--- src/rtl/music_key_debouncer_pkg.sv ---
// Shared definitions for the music-box user-interface front end.
package music_box_ui_pkg;

    localparam int NUM_MUSIC_KEYS          = 6;
    localparam int CLOCK_HZ                = 50_000_000;
    localparam int DEFAULT_DEBOUNCE_CYCLES = 1_000_000;  // 20 ms at 50 MHz

    typedef enum logic [1:0] {
        KEY_RELEASED        = 2'd0,
        KEY_CONFIRM_PRESS   = 2'd1,
        KEY_PRESSED         = 2'd2,
        KEY_CONFIRM_RELEASE = 2'd3
    } key_db_state_t;

endpackage : music_box_ui_pkg

--- src/rtl/music_key_debouncer_if.sv ---
// Key bus between the raw switch pins, the debouncer and the recorder logic.
interface music_key_debouncer_if
    import music_box_ui_pkg::*;
#(
    parameter int NUM_KEYS = NUM_MUSIC_KEYS
);
    logic [NUM_KEYS-1:0] input_RawKey_n;
    logic [NUM_KEYS-1:0] output_Key_n;
    logic [NUM_KEYS-1:0] output_KeyPress;
    logic [NUM_KEYS-1:0] output_KeyRelease;
    logic [31:0]         debugString;

    // Master side drives the raw pins and consumes the conditioned keys.
    modport master (
        output input_RawKey_n,
        input  output_Key_n,
        input  output_KeyPress,
        input  output_KeyRelease,
        input  debugString
    );

    // Slave side is the debouncer itself.
    modport slave (
        input  input_RawKey_n,
        output output_Key_n,
        output output_KeyPress,
        output output_KeyRelease,
        output debugString
    );
endinterface : music_key_debouncer_if

--- src/rtl/music_key_debouncer_channel.sv ---
// One key channel: 2-FF synchroniser, four-state debounce FSM, stability counter
// and registered level/pulse outputs.
module key_debounce_channel
    import music_box_ui_pkg::*;
#(
    parameter int DEBOUNCE_CYCLES = DEFAULT_DEBOUNCE_CYCLES
) (
    input  logic clk_i,
    input  logic rst_i,
    input  logic raw_n_i,
    output logic key_n_o,
    output logic press_o,
    output logic release_o,
    output logic press_next_o
);
    localparam int               CNT_W    = $clog2(DEBOUNCE_CYCLES + 1);
    localparam logic [CNT_W-1:0] CNT_ZERO = {CNT_W{1'b0}};
    localparam logic [CNT_W-1:0] CNT_ONE  = CNT_W'(1);
    localparam logic [CNT_W-1:0] CNT_LAST = CNT_W'(DEBOUNCE_CYCLES - 1);

    key_db_state_t    state_q, state_d;
    logic [CNT_W-1:0] cnt_q, cnt_d;
    logic             sync1_q, sync2_q;
    logic             key_n_q, key_n_d;
    logic             press_q, press_d;
    logic             release_q, release_d;

    // State, counter, synchroniser and output registers with synchronous reset.
    always_ff @(posedge clk_i) begin
        if (rst_i) begin
            state_q   <= KEY_RELEASED;
            cnt_q     <= CNT_ZERO;
            sync1_q   <= 1'b1;
            sync2_q   <= 1'b1;
            key_n_q   <= 1'b1;
            press_q   <= 1'b0;
            release_q <= 1'b0;
        end else begin
            state_q   <= state_d;
            cnt_q     <= cnt_d;
            sync1_q   <= raw_n_i;
            sync2_q   <= sync1_q;
            key_n_q   <= key_n_d;
            press_q   <= press_d;
            release_q <= release_d;
        end
    end

    // Next-state and stability-counter logic; a level change must persist DEBOUNCE_CYCLES samples.
    always_comb begin
        state_d = state_q;
        cnt_d   = CNT_ZERO;
        case (state_q)
            KEY_RELEASED: begin
                if (!sync2_q) begin
                    state_d = KEY_CONFIRM_PRESS;
                    cnt_d   = CNT_ONE;
                end else begin
                    state_d = KEY_RELEASED;
                end
            end
            KEY_CONFIRM_PRESS: begin
                if (sync2_q) begin
                    state_d = KEY_RELEASED;
                end else if (cnt_q == CNT_LAST) begin
                    state_d = KEY_PRESSED;
                end else begin
                    cnt_d = cnt_q + CNT_ONE;
                end
            end
            KEY_PRESSED: begin
                if (sync2_q) begin
                    state_d = KEY_CONFIRM_RELEASE;
                    cnt_d   = CNT_ONE;
                end else begin
                    state_d = KEY_PRESSED;
                end
            end
            KEY_CONFIRM_RELEASE: begin
                if (!sync2_q) begin
                    state_d = KEY_PRESSED;
                end else if (cnt_q == CNT_LAST) begin
                    state_d = KEY_RELEASED;
                end else begin
                    cnt_d = cnt_q + CNT_ONE;
                end
            end
            default: begin
                state_d = KEY_RELEASED;
            end
        endcase
    end

    // Output decode: level changes and one-cycle pulses coincide with accepting a change.
    always_comb begin
        key_n_d   = key_n_q;
        press_d   = 1'b0;
        release_d = 1'b0;
        case (state_q)
            KEY_CONFIRM_PRESS: begin
                if (!sync2_q && (cnt_q == CNT_LAST)) begin
                    key_n_d = 1'b0;
                    press_d = 1'b1;
                end else begin
                    key_n_d = key_n_q;
                end
            end
            KEY_CONFIRM_RELEASE: begin
                if (sync2_q && (cnt_q == CNT_LAST)) begin
                    key_n_d   = 1'b1;
                    release_d = 1'b1;
                end else begin
                    key_n_d = key_n_q;
                end
            end
            default: begin
                key_n_d = key_n_q;
            end
        endcase
    end

    assign key_n_o      = key_n_q;
    assign press_o      = press_q;
    assign release_o    = release_q;
    assign press_next_o = press_d;

endmodule : key_debounce_channel

--- src/rtl/music_key_debouncer.sv ---
// Six-key debouncer top: per-key channels, press-event counter and debug word packing.
module music_key_debouncer
    import music_box_ui_pkg::*;
#(
    parameter int NUM_KEYS        = NUM_MUSIC_KEYS,
    parameter int DEBOUNCE_CYCLES = DEFAULT_DEBOUNCE_CYCLES
) (
    input  logic                  clock_50Mhz,
    input  logic                  reset,
    music_key_debouncer_if.slave  key_bus
);
    logic [NUM_KEYS-1:0] key_n_s;
    logic [NUM_KEYS-1:0] press_s;
    logic [NUM_KEYS-1:0] release_s;
    logic [NUM_KEYS-1:0] press_next_s;
    logic [15:0]         press_inc_s;
    logic [15:0]         press_count_q, press_count_d;

    for (genvar g = 0; g < NUM_KEYS; g++) begin : g_chan
        key_debounce_channel #(
            .DEBOUNCE_CYCLES(DEBOUNCE_CYCLES)
        ) u_chan (
            .clk_i        (clock_50Mhz),
            .rst_i        (reset),
            .raw_n_i      (key_bus.input_RawKey_n[g]),
            .key_n_o      (key_n_s[g]),
            .press_o      (press_s[g]),
            .release_o    (release_s[g]),
            .press_next_o (press_next_s[g])
        );
    end

    // Count presses being accepted on this edge so the count moves with output_Key_n.
    always_comb begin
        press_inc_s = 16'd0;
        for (int i = 0; i < NUM_KEYS; i++) begin
            if (press_next_s[i]) begin
                press_inc_s = press_inc_s + 16'd1;
            end else begin
                press_inc_s = press_inc_s;
            end
        end
        press_count_d = press_count_q + press_inc_s;
    end

    // Press-event counter register, wraps naturally at 16 bits.
    always_ff @(posedge clock_50Mhz) begin
        if (reset) begin
            press_count_q <= 16'd0;
        end else begin
            press_count_q <= press_count_d;
        end
    end

    assign key_bus.output_Key_n      = key_n_s;
    assign key_bus.output_KeyPress   = press_s;
    assign key_bus.output_KeyRelease = release_s;
    assign key_bus.debugString       = {press_count_q, {(16 - NUM_KEYS){1'b0}}, key_n_s};

endmodule : music_key_debouncer

--- src/flat_wrapper.sv ---
// flat-port wrapper written by rule: the top's interface ports become plain ports
module music_key_debouncer_flat import music_box_ui_pkg::*;
#(
    parameter int NUM_KEYS        = NUM_MUSIC_KEYS,
    parameter int DEBOUNCE_CYCLES = DEFAULT_DEBOUNCE_CYCLES
)
  (clock_50Mhz, reset, key_bus_input_RawKey_n, key_bus_output_Key_n, key_bus_output_KeyPress, key_bus_output_KeyRelease, key_bus_debugString);
  music_key_debouncer_if #(.NUM_KEYS(NUM_KEYS)) key_bus_i ();
  input  logic clock_50Mhz;
  input  logic reset;
  input wire logic [$bits(key_bus_i.input_RawKey_n)-1:0] key_bus_input_RawKey_n;
  output wire logic [$bits(key_bus_i.output_Key_n)-1:0] key_bus_output_Key_n;
  output wire logic [$bits(key_bus_i.output_KeyPress)-1:0] key_bus_output_KeyPress;
  output wire logic [$bits(key_bus_i.output_KeyRelease)-1:0] key_bus_output_KeyRelease;
  output wire logic [$bits(key_bus_i.debugString)-1:0] key_bus_debugString;
  assign key_bus_i.input_RawKey_n = key_bus_input_RawKey_n;
  assign key_bus_output_Key_n = key_bus_i.output_Key_n;
  assign key_bus_output_KeyPress = key_bus_i.output_KeyPress;
  assign key_bus_output_KeyRelease = key_bus_i.output_KeyRelease;
  assign key_bus_debugString = key_bus_i.debugString;
  music_key_debouncer #(.NUM_KEYS(NUM_KEYS), .DEBOUNCE_CYCLES(DEBOUNCE_CYCLES)) u_core (.clock_50Mhz(clock_50Mhz), .reset(reset), .key_bus(key_bus_i));
endmodule
--- config.mk ---
export PLATFORM = sky130hd
export DESIGN_NAME = music_key_debouncer_flat
export DESIGN_NICKNAME = d
export VERILOG_FILES = /design/src/rtl/music_key_debouncer_pkg.sv /design/src/rtl/music_key_debouncer_if.sv /design/src/rtl/music_key_debouncer_channel.sv /design/src/rtl/music_key_debouncer.sv /design/src/flat_wrapper.sv
export SDC_FILE = /design/constraint.sdc
export NUM_CORES = 1
export LEC_CHECK = 0
export CORE_MARGIN = 2
export CORE_UTILIZATION = 30
export DETAILED_ROUTE_END_ITERATION = 12
export RECOVER_POWER = 25
export SLEW_MARGIN = 10
export SYNTH_ARGS = -nofsm -noshare
export SYNTH_HDL_FRONTEND = slang
export SYNTH_SLANG_ARGS = --single-unit
export TNS_END_PERCENT = 100
--- constraint.sdc ---
create_clock -name clock_50Mhz -period 15.23 [get_ports clock_50Mhz]
set_input_delay 1.523 -clock clock_50Mhz [delete_from_list [all_inputs] [get_ports clock_50Mhz]]
set_output_delay 1.523 -clock clock_50Mhz [all_outputs]
set_load 0.02 [all_outputs]
==> reports/results.ini <==
[floorplan]
die_y_um=168
placeableCoreArea_um2=26700
die_x_um=168
die_area_um2=28300
initial_core_util_pct=30.3
ios=58
rows=60

[timing]
setup_tns_ns=0
max_freq_ghz=0.158
final-hold-violation-count=0
worstMarginPinSlew_ns=2.72
holdWs_ns=0.417
max_slew_margin_pct=-81.6
setup_viol=0
fin_skew_ns=0.00869
min_period_ns=6.31
rsz0062_at_grt=no
min_period_over_period_pct=41.4
finalMaxSlewViolations=62

[clock_network]
cts_tree=built
clock_path_buffers=2
cts.sinks=178
path_clk_slew_ns=0.07
h-tree-depth=4
insertion_delay_ns=0.43
numCtsBuffers=17
cts_root_buffer=clkbuf_16
cts_resized=0
postCtsSetupRepairBufs=0
hold_buffers=0

[logic_synthesis]
ys_warn_count=0
async_reset_ff_share_pct=0
synth_flop_cell=dfxtp_1
synth_common_cells=dfxtp_1, nor2_1, xor2_1
ys_types=58
ys_ff_latch=178
synth_edf_count=0
syn_area_um2=8090
synth_largest_area_cell=dfxtp_1
postSynthAreaPerCell_um2=8.82
yosysTopAreaCellShare_pct=44.1
seq_area_frac_synth_pct=44.1
postSynthCellCount=917
synth.area.top_cells=dfxtp_1, nor2_1, xor2_1
yosysMostFrequentCell=dfxtp_1

[cells_and_area]
num_antenna_cells=0
area_delta_synth_final_pct=14.9
fillCellCount=2749
final_util_pct=34.8
final_area_um2=9290
fin_nets=967
drive_gt1_share_pct=6.29

[pwr]
p_sw_share_pct=21.9
pwr-share-clk_pct=47.7
share_seq_of_total_power_pct=50.6
p_per_area_nw_per_um2=100
total_power_mw=0.931
p_int_mw=0.727
pwr-share-comb_pct=1.7
power.leakage_nw=3.16
switchingPower_mw=0.204
vdd_drop_max_mv=0.0737

[drt]
num_vias=5890
remaining_drc_errors=0
drt-total-wl_mm=15.0
drtIter0Drc=420
avgViaCountPerCell=4.55
drt-pass1-iter-count=4
ant_nets=0
wl_per_cell_um=11.6

[placement]
hpwl_mm=10.5
post_dp_cell_area_um2=8690
port_buffers=47
gp_congestion=0.787

[worst_hold_path]
hold_class=reg2reg

[global_routing]
grt_pass1_vias=5479
gr-total-overflow=0
grt_pass1_wl_mm=26.0
antenna_found_initial=0
grt_start_max_net_pins=62
grt.total_usage_pct=11.1

[worst_setup_path]
critical_path_class=reg2reg
worstPathMaxFanout=8
worst_ep_arrival_time_ns=6.63
worstSetupStartpointType=register
worstPathRequired_ns=15.55
crit_path_end_kind=register

[run]
cap_violations=1

[run_status]
violations=max-capacitance violations, max-slew violations
status=finished with violations

==> final cells by class <==
class | instances | area [µm²] | share of cell area [%]
inverter | 28 | 105 | 1.13
timing repair buffer | 48 | 469 | 5.05
clock inverter | 13 | 148 | 1.59
clock buffer | 19 | 453 | 4.88
tap | 341 | 427 | 4.59
sequential | 178 | 3560 | 38.4
multi-input combinational | 668 | 4120 | 44.4
==> layout by cell type (no fill, tap or decap), drive strengths merged, types with 7 or more instances in the layout <==
cell and n:
clkdlybuf4s50 46, or4 8, and4 11, nor3 20, nand3 50, conb 11, nand2 53, or2 18
xnor2 62, xor2 67, dfxtp 178, and2 7, inv 33, and3 25, nor2 175, nor2b 10
ha 17, nor4 15, nand4 23, a21oi 19, clkbuf 20, o21ai 7
==> worst max-delay path, stage by stage, from the launching register on <==
cell and delay [ns]:
dfxtp_1 0.34, or4_1 0.52, nor2_1 0.16, nand4_1 0.23, nor3_1 0.36, ha_1 0.35, xor2_1 0.40, inv_1 0.09
ha_1 0.30, nand3_1 0.13, o21ai_0 0.12, ha_1 0.28, inv_1 0.03, mux2_2 0.25, o21a_1 0.14, inv_1 0.06
ha_1 0.13, nand4_1 0.16, xor2_1 0.23, ha_1 0.33, a21o_1 0.18, a21oi_1 0.26, o21bai_1 0.10, a21oi_1 0.51
nand3b_1 0.19, mux2_2 0.33
==> path summary, 6_finish.rpt <==
| kind | depth (start not counted) | slack (ns) | endpoint | from |
|---|---|---|---|---|
| worst min register to register | 1 | 0.42 | u_core.g_chan[5].u_chan.sync2_q | u_core.g_chan[5].u_chan.sync1_q |
| worst max-delay path | 25 | 8.92 | u_core.press_count_q[8] | u_core.g_chan[0].u_chan.cnt_q[11] |
| worst min-delay path | 1 | 0.42 | u_core.g_chan[5].u_chan.sync2_q | u_core.g_chan[5].u_chan.sync1_q |
| worst max register to register | 25 | 8.92 | u_core.press_count_q[8] | u_core.g_chan[0].u_chan.cnt_q[11] |
==> per-layer routing <==
layer	wire length (µm)	track usage [%]
met2	6760	17.9
met3	522	3.03
met5	0	0
met1	7520	14.6
met4	212	3.56
==> registers in the layout (all words and copies together) (netlist names), named ones only <==
signal                          cells
u_core.g_chan.u_chan.cnt_q        120
u_core.press_count_q               16
u_core.g_chan.u_chan.key_n_o        6
u_core.g_chan.u_chan.press_o        6
u_core.g_chan.u_chan.release_o      6
u_core.g_chan.u_chan.state_q        6
u_core.g_chan.u_chan.sync1_q        6
u_core.g_chan.u_chan.sync2_q        6
==> cells by family (layout without fill, tap and decap cells) <==
| group | count (synthesis) | count (layout) | share of synthesized area, % |
|---|---|---|---|
| muxes | 2 | 2 | 0.278 |
| buffers and inverters | 81 | 108 | 5.40 |
| other | 1 | 11 | 0.0464 |
| and+or+nand+nor | 449 | 449 | 28.5 |
| AOI/OAI and AO/OA | 59 | 59 | 4.81 |
| xor gates and xnor gates | 129 | 129 | 14.1 |
| DFF | 178 | 178 | 44.1 |
| adders and majority gates | 18 | 18 | 2.88 |
==> power by group through the flow <==
stage                     Clock, mW  Sequential, mW  Combinational (mW)
after global routing          0.479           0.471              0.0178
after floorplan                   0           0.481              0.0127
after global placement            0           0.481              0.0157
after CTS                     0.459           0.471              0.0159
after detailed placement          0           0.481              0.0158
final                         0.444           0.471              0.0159
==> metrics by stage <==
stage	setup WS, ns	std cells
after floorplan	9.62	927
after global placement	9.20	1263
after detailed placement	9.03	1263
after CTS	8.94	1295
after global routing	8.50	1295
final	8.92	1295
No activity file was read; power rests on OpenSTA's default activity.
